--- src/rtl/multicycle_control.sv ---
// Multicycle processor control FSM: sequences IF/ID/EX/MEM/WB per opcode,
// decodes datapath enables and counts retired instructions.
module multicycle_control (
    input  logic        CLK,
    input  logic        RSTn,
    input  logic [6:0]  OPCODE,
    input  logic        BR_TAKEN,
    input  logic        HALT_IN,
    output logic        IR_WREN,
    output logic        PC_WREN,
    output logic        ALUOUT_WREN,
    output logic [1:0]  PC_SRC,
    output logic        RF_WE,
    output logic        D_MEM_REQ,
    output logic        D_MEM_WEN,
    output logic [2:0]  STATE,
    output logic [31:0] NUM_INST,
    output logic        HALT
);

    localparam int unsigned OPC_W = 7;
    localparam int unsigned CNT_W = 32;

    localparam logic [OPC_W-1:0] OP_RTYPE  = 7'b0110011;
    localparam logic [OPC_W-1:0] OP_ITYPE  = 7'b0010011;
    localparam logic [OPC_W-1:0] OP_LOAD   = 7'b0000011;
    localparam logic [OPC_W-1:0] OP_STORE  = 7'b0100011;
    localparam logic [OPC_W-1:0] OP_BRANCH = 7'b1100011;
    localparam logic [OPC_W-1:0] OP_JAL    = 7'b1101111;
    localparam logic [OPC_W-1:0] OP_JALR   = 7'b1100111;
    localparam logic [OPC_W-1:0] OP_LUI    = 7'b0110111;
    localparam logic [OPC_W-1:0] OP_AUIPC  = 7'b0010111;

    localparam logic [1:0] SRC_PC4    = 2'b00;
    localparam logic [1:0] SRC_ALUOUT = 2'b01;
    localparam logic [1:0] SRC_JUMP   = 2'b10;

    typedef enum logic [2:0] {
        S_IF     = 3'd0,
        S_ID     = 3'd1,
        S_EX     = 3'd2,
        S_MEM    = 3'd3,
        S_WB     = 3'd4,
        S_HALTED = 3'd5
    } state_t;

    state_t state;
    state_t state_next;
    logic   op_known;
    logic   op_load;
    logic   op_store;
    logic   op_branch;
    logic   op_jump;

    // Opcode class decode of the instruction register
    always_comb begin
        op_load   = (OPCODE == OP_LOAD);
        op_store  = (OPCODE == OP_STORE);
        op_branch = (OPCODE == OP_BRANCH);
        op_jump   = (OPCODE == OP_JAL) || (OPCODE == OP_JALR);
        op_known  = op_load || op_store || op_branch || op_jump
                 || (OPCODE == OP_RTYPE) || (OPCODE == OP_ITYPE)
                 || (OPCODE == OP_LUI)   || (OPCODE == OP_AUIPC);
    end

    // State register
    always_ff @(posedge CLK) begin
        if (!RSTn) state <= S_IF;
        else       state <= state_next;
    end

    // Next-state and datapath enable decode; reset masks every side effect
    always_comb begin
        state_next  = state;
        IR_WREN     = 1'b0;
        PC_WREN     = 1'b0;
        ALUOUT_WREN = 1'b0;
        PC_SRC      = SRC_PC4;
        RF_WE       = 1'b0;
        D_MEM_REQ   = 1'b0;
        D_MEM_WEN   = 1'b1;
        HALT        = 1'b0;
        case (state)
            S_IF: begin
                IR_WREN    = 1'b1;
                state_next = S_ID;
            end
            S_ID: begin
                if (HALT_IN) begin
                    state_next = S_HALTED;
                end else if (!op_known) begin
                    PC_WREN    = 1'b1;
                    state_next = S_IF;
                end else begin
                    state_next = S_EX;
                end
            end
            S_EX: begin
                ALUOUT_WREN = 1'b1;
                if (op_branch) begin
                    PC_WREN    = 1'b1;
                    PC_SRC     = BR_TAKEN ? SRC_ALUOUT : SRC_PC4;
                    state_next = S_IF;
                end else if (op_load || op_store) begin
                    state_next = S_MEM;
                end else begin
                    state_next = S_WB;
                end
            end
            S_MEM: begin
                D_MEM_REQ = 1'b1;
                if (op_store) begin
                    D_MEM_WEN  = 1'b0;
                    PC_WREN    = 1'b1;
                    state_next = S_IF;
                end else if (op_load) begin
                    state_next = S_WB;
                end else begin
                    state_next = S_IF;
                end
            end
            S_WB: begin
                RF_WE      = 1'b1;
                PC_WREN    = 1'b1;
                PC_SRC     = op_jump ? SRC_JUMP : SRC_PC4;
                state_next = S_IF;
            end
            S_HALTED: begin
                HALT       = 1'b1;
                state_next = S_HALTED;
            end
            default: state_next = S_IF;
        endcase
        if (!RSTn) begin
            IR_WREN     = 1'b0;
            PC_WREN     = 1'b0;
            ALUOUT_WREN = 1'b0;
            PC_SRC      = SRC_PC4;
            RF_WE       = 1'b0;
            D_MEM_REQ   = 1'b0;
            D_MEM_WEN   = 1'b1;
            HALT        = 1'b0;
        end
    end

    // Retired-instruction counter: one per PC update, wraps naturally
    always_ff @(posedge CLK) begin
        if (!RSTn)        NUM_INST <= '0;
        else if (PC_WREN) NUM_INST <= NUM_INST + CNT_W'(1);
    end

    // Debug view of the current state
    always_comb begin
        STATE = 3'(state);
    end

endmodule
--- config.mk ---
export PLATFORM = sky130hd
export DESIGN_NAME = multicycle_control
export DESIGN_NICKNAME = d
export VERILOG_FILES = /design/src/rtl/multicycle_control.sv
export SDC_FILE = /design/constraint.sdc
export NUM_CORES = 1
export LEC_CHECK = 0
export CAP_MARGIN = 20
export CORE_MARGIN = 2
export CORE_UTILIZATION = 35
export CTS_CLUSTER_DIAMETER = 50
export DETAILED_ROUTE_END_ITERATION = 12
export PLACE_DENSITY = 0.67
export SYNTH_ARGS = -nofsm -noshare
export SYNTH_HDL_FRONTEND = slang
export SYNTH_SLANG_ARGS = --single-unit
--- constraint.sdc ---
create_clock -name CLK -period 3.5 [get_ports CLK]
set_clock_uncertainty 0.05 [all_clocks]
set_input_delay 0.35 -clock CLK [delete_from_list [all_inputs] [get_ports CLK]]
set_output_delay 0.35 -clock CLK [all_outputs]
set_load 0.03 [all_outputs]
* Yosys cells after proc, flatten, opt, wreduce, memory -nomap -nowiden
Index checks and enable logic that the tools add are counted.
Storage, ports and cells: register bits 35, input port bits 11, output and inout bits 44, word-level logic and storage cells 57
Cells by class: add/sub/neg operators 1, equality and inequality tests 14, mux-type cells 31, reductions and logical operators 9
Operator list (count):
- 32-bit by 1-bit adder with 32-bit output (second input constant) | 1
- 7-bit by 6-bit equality test with 1-bit output (second input constant) | 3
- 7-bit equality test (second input constant) | 3
- 1-bit two-way mux | 20
- 3-bit two-way mux | 5
- 3-bit case mux with 5 select lines | 1
- 7-bit by 5-bit equality test with 1-bit output (second input constant) | 2
- 1-bit logical OR | 8
- 7-bit by 2-bit equality test with 1-bit output (second input constant) | 1
- 3-bit by 2-bit equality test with 1-bit output (second input constant) | 2
- 3-bit equality test (second input constant) | 2
- 2-bit two-way mux | 3
- 1-bit case mux with 4 select lines | 1
- 2-bit case mux with 2 select lines | 1
- 3-bit by 1-bit equality test with 1-bit output (second input constant) | 1
- 3-bit zero test | 1

* Depth between registers and ports, before layout
depth in word-level cells 12, depth in mapped cells 8, gate-level depth less buffers 5

* Worst setup path before layout
OpenSTA, ideal clock, no wires.
path kind reg2out, start register state[0], in the netlist STATE[0], end output PC_WREN, data arrival time 2.128 ns, data required time 3.100 ns, slack 0.972 ns, cell stages (with the launch flop) 8, buffers on the path 3, cell sequence dfxtp_1 buf_4 xnor2_1 or4_1 o311a_2 buf_2 buf_2 nor2_1
On the way: longest elaborated chain between the ends 3, elaborated cells on any way between the ends 6, those cells by class eq/ne: 4; mux: 2
Ends and longest elaborated chain:
- from (decl) | RTL line 47 | state_t state;
- from (signal assigned) | RTL line 69 | else state <= state_next;
- 3-bit equality test, or another cell as far along | RTL line 83 | case (state)
- 1-bit case mux with 4 select lines * | RTL line 83
- 1-bit two-way mux * | RTL line 134 | if (!RSTn) begin
- to (decl) | RTL line 10 | output logic PC_WREN,
Mark *: on every way between the ends. The rest lies on a longest branch, timed or not.

* Worst setup path after layout
start input OPCODE[6], end output PC_WREN
On the way: longest elaborated chain between the ends 12, elaborated cells on any way between the ends 23, those cells by class eq/ne: 9; mux: 6; reduce/logical: 8
Ends and longest elaborated chain:
- from (decl) | RTL line 6 | input logic [6:0] OPCODE,
- 7-bit by 2-bit equality test with 1-bit output / 7-bit by 6-bit equality test with 1-bit output (equally long branches) | RTL line 57, 58
- 1-bit logical OR (3 in a row) | RTL line 61 | op_known = op_load || op_store || op_branch || op_jump
- 1-bit logical OR (2 in a row) | RTL line 62 | || (OPCODE == OP_RTYPE) || (OPCODE == OP_ITYPE)
- 1-bit logical OR (2 in a row) | RTL line 63 | || (OPCODE == OP_LUI) || (OPCODE == OP_AUIPC);
- 1-bit two-way mux | RTL line 91 | end else if (!op_known) begin
- 1-bit two-way mux | RTL line 89 | if (HALT_IN) begin
- 1-bit case mux with 4 select lines * | RTL line 83
- 1-bit two-way mux * | RTL line 134
Marked as above.

==> metrics.yaml <==
run_status:
  status: "complete, no violations"
synthesis:
  synth.distinct_cells: 44
  ys_async_sr_fraction: 0
  yosysWarnings: 0
  syn_inst: 247
  ys_ff_latch: 35
  syn-num-nets: 259
  netlist_area_sq_um: 1941
  ys.flop_type: "dfxtp_1"
  synth_edf_count: 0
  synth_area_per_cell_sq_um: 7.857
  ys_seq_area_frac: 0.3611
final_layout:
  nFillCells: 542
  diodes: 0
  seq_area_sq_um: 700.7
  post_route_cells_drive_above_1_share: 0.05387
  nets: 308
  synthToLayoutAreaGrowth_pct: 34.88
  multiInputGateArea_sq_um: 1141
  final_common_cell: "clkdlybuf4s50_1"
  mostFrequentLayoutCells: "clkdlybuf4s50_1 (54), dfxtp_1 (35), a21oi_1 (29), nand2_1 (21), o21ai_0 (16)"
setup_path:
  timing.rr.end: "NUM_INST[29]"
  rr_startpoint: "STATE[0]"
  crit_arrival_ns: 2.65
  r2r_slack_ns: 1.15
  critPathMaxFanout: 8
  endpoint_kind: "output port"
  critPathLaunch: "OPCODE[6]"
  cp-start-kind: "primary input"
  worstSetupPathType: "primary input to output port"
  reg2reg_depth: 6
  crit_chain: "clkdlybuf4s50_1, a21boi_0, a2111oi_0, o311a_2, nor2_1, clkdlybuf4s50_1"
  slowest_stage: "clkdlybuf4s50_1"
  slowest_delay_ns: 0.61
  path_common_cell: "clkdlybuf4s50_1"
  cp_data_required_time_ns: 3.10
  endpoint: "PC_WREN"
run:
  cap_violations: 0
die:
  row_count: 27
  die_area_sq_um: 6156
  die_y_um: 78.46
  ioPinCount: 55
  initial_utilization: 0.3568
  die_w_um: 78.46
  core_area_sq_um: 5439
sta:
  slew_headroom: 0.5617
  hold_viol: 0
  setup_tns_ns: 0
  rsz0062_at_grt: "no"
  setup_slack_ns: 0.4546
  min_period_over_period: 0.8701
  finalSetupViolations: 0
  slew_viol_final: 0
  max_freq_mhz: 328.4
  max_slew.worst_pin.slew_ns: 0.6409
  period_minus_slack_ns: 3.045
global_route:
  grt_pass1_vias: 1855
  overflow: 0
  grt_max_degree: 62
  grt_pass1_wl_mm: 8.673
  antenna_found_initial: 0
  grt_util_all_layers: 0.1746
detailed_routing:
  vias: 2037
  ant_nets: 0
  drtIter0Drc: 108
  route.detailed.drc: 0
  drt-pass1-iter-count: 4
  viasPerCell: 5.520
  wl_per_cell_um: 13.96
  wl_mm: 5.151
clock_tree:
  cts_tree: "done"
  clockBufferDepth: 2
  ctsResizeCount: 0
  htreeDepth: 2
  cts_setup_buffers: 0
  holdBufCountCts: 0
  cts_root_buf: "clkbuf_8"
  cts.clk_slew.worst_paths_ns: 0.07
  cts_buffers: 5
  cts.sinks: 35
  clk_latency_ns: 0.29
power_and_ir_drop:
  ir_worst_vdd_uv: 124.4
  power_mw: 0.8301
  p_leak_nw: 0.7944
  cellPowerDensity_nw_per_um2: 317.1
place:
  place_congestion: 0.7926
  io_buffers: 54
  dp_hpwl_mm: 3.561
  post-place-ws_ns: 0.4663
hold_path:
  hold_path_class: "flop to flop"
[stage by stage]
| stage | instances | area, sq um | util | hold slack, ns |
|---|---|---|---|---|
| after global placement | 361 | 2517 | 0.4628 | 0.4300 |
| after floorplan | 247 | 1941 | - | 0.4715 |
| after CTS | 369 | 2618 | 0.4813 | 0.4431 |
| final | 369 | 2618 | 0.4813 | 0.4424 |
| after global routing | 369 | 2618 | 0.4813 | 0.4569 |
| after detailed placement | 361 | 2517 | 0.4628 | 0.4278 |
[synthesized netlist by cell type, drive strengths merged (2+ instances only)]
cell type,count,area share
and3,5,0.016
a21oi,29,0.075
nor2,15,0.029
or4,13,0.050
mux2i,2,0.010
clkbuf,7,0.014
inv,4,0.0077
or3,15,0.048
nand4,11,0.042
buf,9,0.030
nor2b,3,0.0097
or2,2,0.0065
nand2b,4,0.013
nand2,21,0.041
nor3,5,0.013
and4,2,0.0090
o21ai,17,0.044
nor4,5,0.019
o31ai,12,0.046
dfxtp,35,0.36
nand3,14,0.036
or4b,2,0.010
[layer usage]
layer / routed length, um / part of all wire / GRT usage
met3: 288 / 0.056 / 0.05402
met5: 0 / 0 / 0
met1: 2407 / 0.47 / 0.2155
met2: 2397 / 0.47 / 0.2914
met4: 58 / 0.011 / 0.05263
[layout make-up]
| type | instances | share of cell area |
|---|---|---|
| Sequential cell | 35 | 0.2677 |
| Tap cell | 72 | 0.03442 |
| Timing Repair Buffer | 58 | 0.2180 |
| Clock buffer | 8 | 0.03824 |
| Inverter | 4 | 0.005736 |
| Multi-Input combinational cell | 192 | 0.4359 |
[report_power, final]
group / total, mW / internal (mW) / leakage (nW) / switching, mW
clock network: 0.325 / 0.180 / 0.0515 / 0.145
registers: 0.409 / 0.402 / 0.282 / 0.00705
logic: 0.0959 / 0.0369 / 0.460 / 0.0590
[worst min path at each step]
| stage | slack [ns] | depth (start not counted) | start | endpoint |
|---|---|---|---|---|
| after floorplan | 0.47 | 3 | OPCODE[5] | STATE[2] |
| after global placement | 0.43 | 2 | NUM_INST[28] | NUM_INST[28] |
| after detailed placement | 0.43 | 2 | NUM_INST[31] | NUM_INST[31] |
| after CTS | 0.44 | 2 | NUM_INST[28] | NUM_INST[28] |
| after global routing | 0.46 | 2 | NUM_INST[28] | NUM_INST[28] |
| final | 0.44 | 2 | NUM_INST[31] | NUM_INST[31] |
[critical path, delay by kind of cell]
kind,cells,cell delay (ns)
simple gates,1,0.05
compound gates,3,1.02
buf+inv,2,1.22
[state kept, by name, summed over array words and instances (netlist names)]
name	cells
NUM_INST	32
STATE	3
[cells by family after synthesis]
logic type,synth area share
AND/OR/NAND/NOR,0.3643
AO/OA/AOI/OAI,0.1979
flip-flops,0.3611
buffers and inverters,0.05093
XOR/XNOR,0.009028
multiplexers,0.01032
adder cells (fa/ha/maj),0.006446
Power figures use the tool's default switching activity.
==> edit (config.mk and constraints unchanged) <==
Reset style: asynchronous (`RSTn`), changed in 2 clocked blocks.
--- a/src/rtl/multicycle_control.sv
+++ b/src/rtl/multicycle_control.sv
@@ -64,7 +64,7 @@
     end
 
     // State register
-    always_ff @(posedge CLK) begin
+    always_ff @(posedge CLK or negedge RSTn) begin
         if (!RSTn) state <= S_IF;
         else       state <= state_next;
     end
@@ -144,7 +144,7 @@
     end
 
     // Retired-instruction counter: one per PC update, wraps naturally
-    always_ff @(posedge CLK) begin
+    always_ff @(posedge CLK or negedge RSTn) begin
         if (!RSTn)        NUM_INST <= '0;
         else if (PC_WREN) NUM_INST <= NUM_INST + CNT_W'(1);
     end
Behaviour: differs if RSTn is asserted again (counterexample within 4 cycles, from zero or initial values and one cycle with RSTn low); with RSTn held inactive, the same outputs for 10 cycles.
==> edit against the unedited design <==
  * Sequential share of layout area is 4.8 points higher
  * Final area is 6.1% higher
  * Synthesized cell count is 21% lower
  * Routed wire length is 7.4% lower
  * Sequential cell count stayed put
  * Area after synthesis is 8.8% higher
  * Worst setup slack better by 0.20 ns
  * Register-to-register slack better by 0.12 ns
  * Global-route usage is 1.6 points lower
  * Largest cell class unchanged
Power is not compared: it rests on default switching activity, and its combinational part moved more than twofold at a synthesized area within 25%.
==> edit: results (changes against the unedited design) <==
[route]
via_per_inst=5.17  ; -6.4%
drtIter0Drc=105  ; -2.8%
wirelength_um=4770  ; -7.4%

[cells_and_area]
n_sequential_cell=35  ; unchanged
top_register=NUM_INST
fin_cells=325  ; -12%
drive_gt1_share_pct=16.0  ; +11 points
layout.area.seq_sq_um=876  ; +25%
fill_cells=565  ; +4.2%
clk_share_pct=3.60  ; -0.22 points
num-nonclk-inverters=1  ; -3
seq_area_share_pct=31.5  ; +4.8 points
num-nonclk-buffers=56  ; -3.4%
nMultiInputCombCells=150  ; -22%
buf_share_pct=19.8  ; -2.0 points
layout.nets=261  ; -15%
multi_input_area_share_pct=41.5  ; -2.1 points

[global_routing]
grt_max_degree=38  ; -39%
grt_pass1_vias=1654  ; -11%
grt_usage_pct=15.9  ; -1.6 points
grt-ovfl-total=0  ; unchanged
grt_pass1_wl_um=8110  ; -6.5%

[place]
routabilityCongestion=0.793  ; about the same
pre_cts_ws_ns=0.638  ; +0.172 ns
post_dp_cell_area_sq_um=2680  ; +6.4%
hpwl_um=3480  ; -2.2%
dp.cells=317  ; -12%

[logic_synthesis]
synth_nets=208  ; -20%
yosys-top-cells-area=dfrtp_1 41%, xor2_1 12%, nor4_2 5.3%
syn_area_per_cell_sq_um=10.8  ; +37%
synth.area.mux_share_pct=0.533  ; -0.50 points
seq_area_frac_synth_pct=41.5  ; +5.4 points
yosys-top-cells-count=35 x dfrtp_1, 28 x xor2_1, 16 x nand3_1
synth_compound_area_share_pct=6.34  ; -13 points
yosysUniqueCellTypes=46  ; +4.5%
synth_async_sr_flop_share_pct=100  ; +100 points
synthXorXnorAreaFrac_pct=12.9  ; +12 points
syn_area_sq_um=2110  ; +8.8%
ys.flop_type=dfrtp_1
synth-adder-area-share_pct=0.593  ; -0.052 points

[min_path]
min_path_type=in2async

[pwr]
p_comb_w=0.000455
ir_worst_vdd_mv=0.283
p_leak_nw=1.18

[worst_setup_path]
worstPathMaxFanout=5  ; -3
critPathMaxStageDelay_ns=0.61  ; about the same

[clocking]
cts_made_buffers=5  ; unchanged

[outcome]
outcome=finished clean

[timing]
tightest_slew_ns=0.471  ; -0.170 ns

## edit: metal layers
layer  track usage, %  routed length [um]
met1             21.2                2240
met2             25.7                2260
met3             2.97                 197
met4             5.67                  68
met5                0                   0
## edit: worst paths after layout
kind / startpoint / to / slack [ns] / cells past startpoint
setup / recovery: OPCODE[4] / PC_WREN / 0.66 / 7
min in group CLK: NUM_INST[31] / NUM_INST[31] / 0.44 / 1
hold / removal: RSTn / NUM_INST[24] / 0.12 / 2
setup reg to reg: STATE[0] / NUM_INST[14] / 1.27 / 6
max in group asynchronous: RSTn / NUM_INST[13] / 2.95 / 2
hold reg to reg: NUM_INST[31] / NUM_INST[31] / 0.44 / 1
## edit: worst reg2reg max path, cell delays in order, from the launching register on
cell	delay, ns
dfrtp_1	0.55
nor2b_1	0.24
o2111a_1	0.29
a211oi_4	0.26
buf_4	0.41
nor3_1	0.15
xor2_1	0.16
